`src/rtl/bus_poll_pkg.sv`:
```
// bus_poll_pkg: shared states, widths and error codes for the sensor bus poller
package bus_poll_pkg;
  typedef enum logic [2:0] {IDLE, SEND, WAIT_TX, WAIT_RX, GAP} state_t;
  localparam int SENSOR_W = 3;
  localparam int DATAREAD_W = 11;
  localparam logic [7:0] ERR_CRC = 8'hC0;
  localparam logic [7:0] ERR_TIMEOUT = 8'hA0;
  localparam logic [7:0] ERR_COLLISION = 8'hE0;
  function automatic logic [DATAREAD_W-1:0] err_word(input logic [7:0] code, input logic [SENSOR_W-1:0] s);
    return {{SENSOR_W{1'b0}}, code | {{(8-SENSOR_W){1'b0}}, s}};
  endfunction
endpackage

```
`src/rtl/poll_timer.sv`:
```
// poll_timer: clearable up-counter flagging when it equals the supplied limit
module poll_timer #(
  parameter int W = 16
) (
  input  logic         clock,
  input  logic         reset,
  input  logic         clear,
  input  logic [W-1:0] limit,
  output logic         terminal
);
  logic [W-1:0] cnt_q, cnt_d;
  always_comb cnt_d = clear ? '0 : cnt_q + 1'b1;
  always_ff @(posedge clock) cnt_q <= reset ? '0 : cnt_d;
  assign terminal = cnt_q == limit;
endmodule

```
`src/rtl/bus_poll_scheduler.sv`:
```
// bus_poll_scheduler: round-robin sensor poller with timeout/collision reporting; BUS_POLL_RETRY_EN adds retries
module bus_poll_scheduler
  import bus_poll_pkg::*;
#(
  parameter int NUM_SENSORS = 7,
  parameter int TIMEOUT_CYCLES = 50000,
  parameter int GAP_CYCLES = 1000,
  parameter int MAX_RETRIES = 2
) (
  input  logic                  clock,
  input  logic                  reset,
  input  logic                  enable,
  input  logic [15:0]           rx_data,
  input  logic                  rx_done,
  input  logic                  crc_ok,
  input  logic                  tx_active,
  input  logic                  tx_done,
  output logic [7:0]            tx_byte,
  output logic                  tx_start,
  output logic [DATAREAD_W-1:0] dataread,
  output logic                  dataread_valid,
  output logic                  busy
);
  localparam int TW = $clog2((TIMEOUT_CYCLES > GAP_CYCLES ? TIMEOUT_CYCLES : GAP_CYCLES) + 1);
  localparam logic [TW-1:0] TO_LIM = TW'(TIMEOUT_CYCLES - 1);
  localparam logic [TW-1:0] GAP_LIM = TW'(GAP_CYCLES - 1);
  localparam logic [SENSOR_W-1:0] LAST = SENSOR_W'(NUM_SENSORS);
  state_t state_q, state_d;
  logic [SENSOR_W-1:0] sensor_q, sensor_d;
  logic [7:0] tx_byte_q, tx_byte_d;
  logic tx_start_q, tx_start_d;
  logic [DATAREAD_W-1:0] dataread_q, dataread_d;
  logic valid_q, valid_d;
  logic timer_end, fault, can_retry;
  logic [7:0] fault_code;
  logic unused_chk;
  assign unused_chk = ^rx_data[7:0];
`ifdef BUS_POLL_RETRY_EN
  localparam int RW = $clog2(MAX_RETRIES + 2);
  logic [RW-1:0] retry_q, retry_d;
  assign can_retry = retry_q < RW'(MAX_RETRIES);
`else
  logic unused_cfg;
  assign unused_cfg = MAX_RETRIES != 0;
  assign can_retry = 1'b0;
`endif
  poll_timer #(.W(TW)) u_timer (
    .clock    (clock),
    .reset    (reset),
    .clear    (state_d != state_q),
    .limit    (state_q == WAIT_RX ? TO_LIM : GAP_LIM),
    .terminal (timer_end)
  );
  always_comb begin
    state_d = state_q;
    sensor_d = sensor_q;
    tx_byte_d = tx_byte_q;
    tx_start_d = 1'b0;
    dataread_d = dataread_q;
    valid_d = 1'b0;
    fault = 1'b0;
    fault_code = rx_done ? ERR_CRC : ERR_TIMEOUT;
`ifdef BUS_POLL_RETRY_EN
    retry_d = retry_q;
`endif
    case (state_q)
      IDLE: state_d = enable ? SEND : IDLE;
      SEND: if (!tx_active) begin
        tx_start_d = 1'b1;
        tx_byte_d = {{(8-SENSOR_W){1'b0}}, sensor_q};
        state_d = WAIT_TX;
      end
      WAIT_TX: state_d = tx_done ? WAIT_RX : WAIT_TX;
      WAIT_RX: if (rx_done && crc_ok) begin
        dataread_d = {sensor_q, rx_data[15:8]};
        valid_d = 1'b1;
        state_d = GAP;
      end else fault = rx_done || timer_end;
      GAP: if (timer_end) begin
        sensor_d = sensor_q == LAST ? SENSOR_W'(1) : sensor_q + 1'b1;
        state_d = enable ? SEND : IDLE;
`ifdef BUS_POLL_RETRY_EN
        retry_d = '0;
`endif
      end
      default: state_d = IDLE;
    endcase
    if (fault && can_retry) begin
      state_d = SEND;
`ifdef BUS_POLL_RETRY_EN
      retry_d = retry_q + 1'b1;
`endif
    end else if (fault) begin
      dataread_d = err_word(fault_code, sensor_q);
      valid_d = 1'b1;
      state_d = GAP;
    end
    if (rx_done && (state_q == SEND || state_q == WAIT_TX || state_q == GAP)) begin
      dataread_d = err_word(ERR_COLLISION, sensor_q);
      valid_d = 1'b1;
    end
  end
  always_ff @(posedge clock) begin
    if (reset) begin
      state_q <= IDLE;
      sensor_q <= SENSOR_W'(1);
      tx_byte_q <= 8'h01;
      tx_start_q <= 1'b0;
      dataread_q <= '0;
      valid_q <= 1'b0;
`ifdef BUS_POLL_RETRY_EN
      retry_q <= '0;
`endif
    end else begin
      state_q <= state_d;
      sensor_q <= sensor_d;
      tx_byte_q <= tx_byte_d;
      tx_start_q <= tx_start_d;
      dataread_q <= dataread_d;
      valid_q <= valid_d;
`ifdef BUS_POLL_RETRY_EN
      retry_q <= retry_d;
`endif
    end
  end
  assign tx_byte = tx_byte_q;
  assign tx_start = tx_start_q;
  assign dataread = dataread_q;
  assign dataread_valid = valid_q;
  assign busy = state_q != IDLE;
endmodule
```
`config.mk`:
```
export PLATFORM = sky130hd
export DESIGN_NAME = bus_poll_scheduler
export DESIGN_NICKNAME = d
export VERILOG_FILES = /design/src/rtl/bus_poll_pkg.sv /design/src/rtl/poll_timer.sv /design/src/rtl/bus_poll_scheduler.sv
export SDC_FILE = /design/constraint.sdc
export NUM_CORES = 1
export LEC_CHECK = 0
export CORE_MARGIN = 2
export CORE_UTILIZATION = 55
export CTS_BUF_LIST = sky130_fd_sc_hd__clkbuf_4 sky130_fd_sc_hd__clkbuf_8 sky130_fd_sc_hd__clkbuf_16
export DETAILED_ROUTE_END_ITERATION = 10
export PLACE_DENSITY = 0.95
export SYNTH_ARGS = -nofsm -noshare
export SYNTH_HDL_FRONTEND = slang
export SYNTH_HIERARCHICAL = 1
export SYNTH_SLANG_ARGS = --single-unit
```
`constraint.sdc`:
```
create_clock -name clock -period 5.1 [get_ports clock]
set_clock_uncertainty 0.05 [all_clocks]
set_input_delay 1.53 -clock clock [delete_from_list [all_inputs] [get_ports clock]]
set_output_delay 1.53 -clock clock [all_outputs]
set_load 0.005 [all_outputs]
```
==> impl_metrics.toml <==
[final_layout]
n_antenna_cell = 0
drive_gt1_share_pct = 10.4
fin_nets = 305
post-route-util_pct = 70.2
stdcell_count = 328
area_delta_synth_final_pct = 21.0

[power]
powerDensity_nw_per_um2 = 279
leakage_nw = 0.910
ir_drop_uv = 211
finalPower_mw = 0.732

[logic_synthesis]
yosys.area.top_type = "dfxtp_1"
syn_avg_cell_area_sq_um = 8.91
synth_top_cell_area_share_pct = 35.0
synth_mux_area_share_pct = 5.07
netlist_area_sq_um = 2170
ys_warn_count = 6
ys_top_cells_by_area = "dfxtp_1 (35%), xnor2_1 (6.9%), mux2i_1 (5.1%), a21oi_1 (3.9%), nand2_1 (2.9%)"
yosys_register_bits = 38
async_reset_ff_share_pct = 0
synth_top_family_by_area = "simple AND/OR/NAND/NOR gates"
ys_seq_area_share_pct = 35.0
synth_fa_ha_area_share_pct = 1.73
synth-compound-area-share_pct = 15.5
synth_cells = 244
synth_cell_type_count = 54
synth_simple_gate_area_share_pct = 27.9
ys.flop_type = "dfxtp_1"
synth_xor_area_share_pct = 8.06
synth_edf_count = 0

[global_routing]
antenna_found_initial = 0
grt_pass1_wl_mm = 8.36
grt_pass1_vias = 1775
grt_usage_pct = 24.6
overflow = 0
grt_max_degree = 23

[critical_path]
crit_family = "flip-flops"
cp.required_ns = 3.52
critPathLaunchType = "flip-flop"
cpMaxStageDelayCell = "dfxtp_1"
crit_fanout = 19
cp-end-kind = "primary output"
critPathKind = "reg2out"
cp_num_buf_inv = 1
path_cells = "nor2_1, nand2_1, clkdlybuf4s50_1"
arrival_ns = 1.96
cp_slowest_stage_delay_ns = 0.86

[floorplanning]
num_rows = 22
core-area_sq_um = 3740
die_h_um = 66.9
die_w_um = 66.9
dieArea_sq_um = 4470
pin_count = 45
start_util_pct = 58.1

[clock_network]
cts_tree = "done"
numCtsBuffers = 5
cts_resized = 0
cts_hold_buf = 0
cts.sinks = 38
htreeDepth = 2
clock_path_buffers = 2
clk_latency_ns = 0.30
cts-root-buf = "clkbuf_8"
clkSlewWorstSetupHoldPaths_ns = 0.08
cts_setup_buffers = 0

[drt]
drtIter0Drc = 180
vias = 1907
wl_per_cell_um = 15.3
vias_per_cell = 5.81
ant_nets = 0
finalWirelength_mm = 5.01
first_pass_iters = 4
drc = 0

[place]
dp_slack_ns = 1.37
port_buffers = 31
place_congestion = 0.881
dp_cells = 320
dp.final_hpwl_mm = 3.29

[sta]
timing.final.ws_setup_ns = 1.56
worst_pin_slew_ns = 0.859
fmaxAchievable_ghz = 0.282
finalSetupTns_ns = 0
finalHoldViolations = 0
slew_viol_final = 0
rsz0062_at_grt = "false"
fin_crit_sh_pct = 69.5
timing.final.crit_period_ns = 3.54
maxSlewHeadroom_pct = 42.6
setup_viol = 0

[flow_run]
max-cap-violations = 0

[outcome]
outcome = "finished clean"

[min_path]
min_path_type = "reg2reg"
[layer usage]
metal	wire length [um]	global-route usage, %
met5	0	0
met4	104	11.0
met3	292	4.90
met2	2380	38.3
met1	2230	32.8
[cell families after synthesis]
group | count (synthesis)
buf+inv | 25
xor+xnor | 20
other cells | 2
compound gates | 47
simple gates | 98
flops | 38
mux | 11
fa+ha+maj | 3
[worst paths after layout]
kind	startpoint	endpoint	slack, ns	cells after the start
setup reg to reg	state_q[1]$_SDFF_PP0_	u_timer/cnt_q[13]$_SDFF_PP0_	1.72	13
hold / removal	u_timer/cnt_q[15]$_SDFF_PP0_	u_timer/cnt_q[15]$_SDFF_PP0_	0.45	2
setup / recovery	state_q[1]$_SDFF_PP0_	busy	1.56	3
hold reg to reg	u_timer/cnt_q[15]$_SDFF_PP0_	u_timer/cnt_q[15]$_SDFF_PP0_	0.45	2
[worst reg2reg max path: cells and delay by family, from the launching register on]
| family | cells | cell delay [ns] |
|---|---|---|
| and+or+nand+nor | 7 | 1.08 |
| DFF | 1 | 0.86 |
| AOI/OAI and AO/OA | 2 | 0.63 |
| buffers and inverters | 2 | 0.41 |
| xor gates and xnor gates | 1 | 0.15 |
| muxes | 1 | 0.09 |
[placed cells by master, fill, tap and decap left out, types with 2 or more instances in the layout]
master	synthesis	routed
a2111oi_2	3	3
o31ai_1	4	4
or3_1	6	6
ha_1	3	3
nand2b_1	3	3
xor2_1	3	3
o22ai_1	2	2
o311a_1	2	2
nand3_1	6	6
nand3b_1	3	3
a21oi_1	17	17
and2_1	4	4
o21ai_1	4	4
conb_1	2	16
xnor2_1	17	17
nand2_1	17	17
dfxtp_1	38	38
nand4_1	6	6
bufinv_16	0	2
inv_2	2	2
nor2b_1	3	3
mux2i_1	11	11
or4_1	5	5
clkbuf_8	0	5
o21ai_0	3	3
a22oi_1	2	2
nor4_1	6	6
nor2_1	17	17
nor3_1	10	10
inv_1	5	5
clkdlybuf4s50_1	0	31
[synthesized netlist by cell type, types with 3 or more instances]
master / n
dfxtp_1: 38
mux2i_1: 11
xnor2_1: 17
buf_4: 6
or4_1: 5
xor2_1: 3
nand4_1: 6
nor4_1: 6
or3_1: 6
nor2_1: 17
and2_1: 4
buf_2: 6
o31ai_1: 4
o21ai_1: 4
nor2b_1: 3
nand3_1: 6
inv_1: 5
nand3b_1: 3
a21oi_1: 17
clkbuf_1: 4
o21ai_0: 3
ha_1: 3
nor3_1: 10
nand2b_1: 3
a2111oi_2: 3
nand2_1: 17
[sequential cells by signal, summed over array words and instances (netlist names)]
| signal | cells |
|---|---|
| u_timer/cnt_q | 16 |
| dataread | 11 |
| sensor_q | 3 |
| state_q | 3 |
| tx_byte | 3 |
| dataread_valid | 1 |
| tx_start | 1 |
[layout make-up]
class / instances / area [sq um]
multi-input combinational: 195 / 1330
fill: 276 / 1110
sequential: 38 / 761
timing repair buffer: 32 / 318
clock buffer: 5 / 68.8
clock inverter: 3 / 68.8
tap: 48 / 60.1
inverter: 7 / 26.3
[through the flow]
step	hold slack (ns)	cell area, sq um
after floorplan	0.406	2230
after global placement	0.416	2490
after detailed placement	0.428	2490
after CTS	0.441	2630
after global routing	0.471	2630
final	0.445	2630
[where the power goes]
group	total, mW	leakage [nW]	internal [mW]	switching [mW]
Combinational	0.101	0.534	0.0525	0.0487
Clock	0.310	0.0683	0.196	0.114
Sequential	0.322	0.308	0.306	0.0158
(Power assumes the default switching activity.)
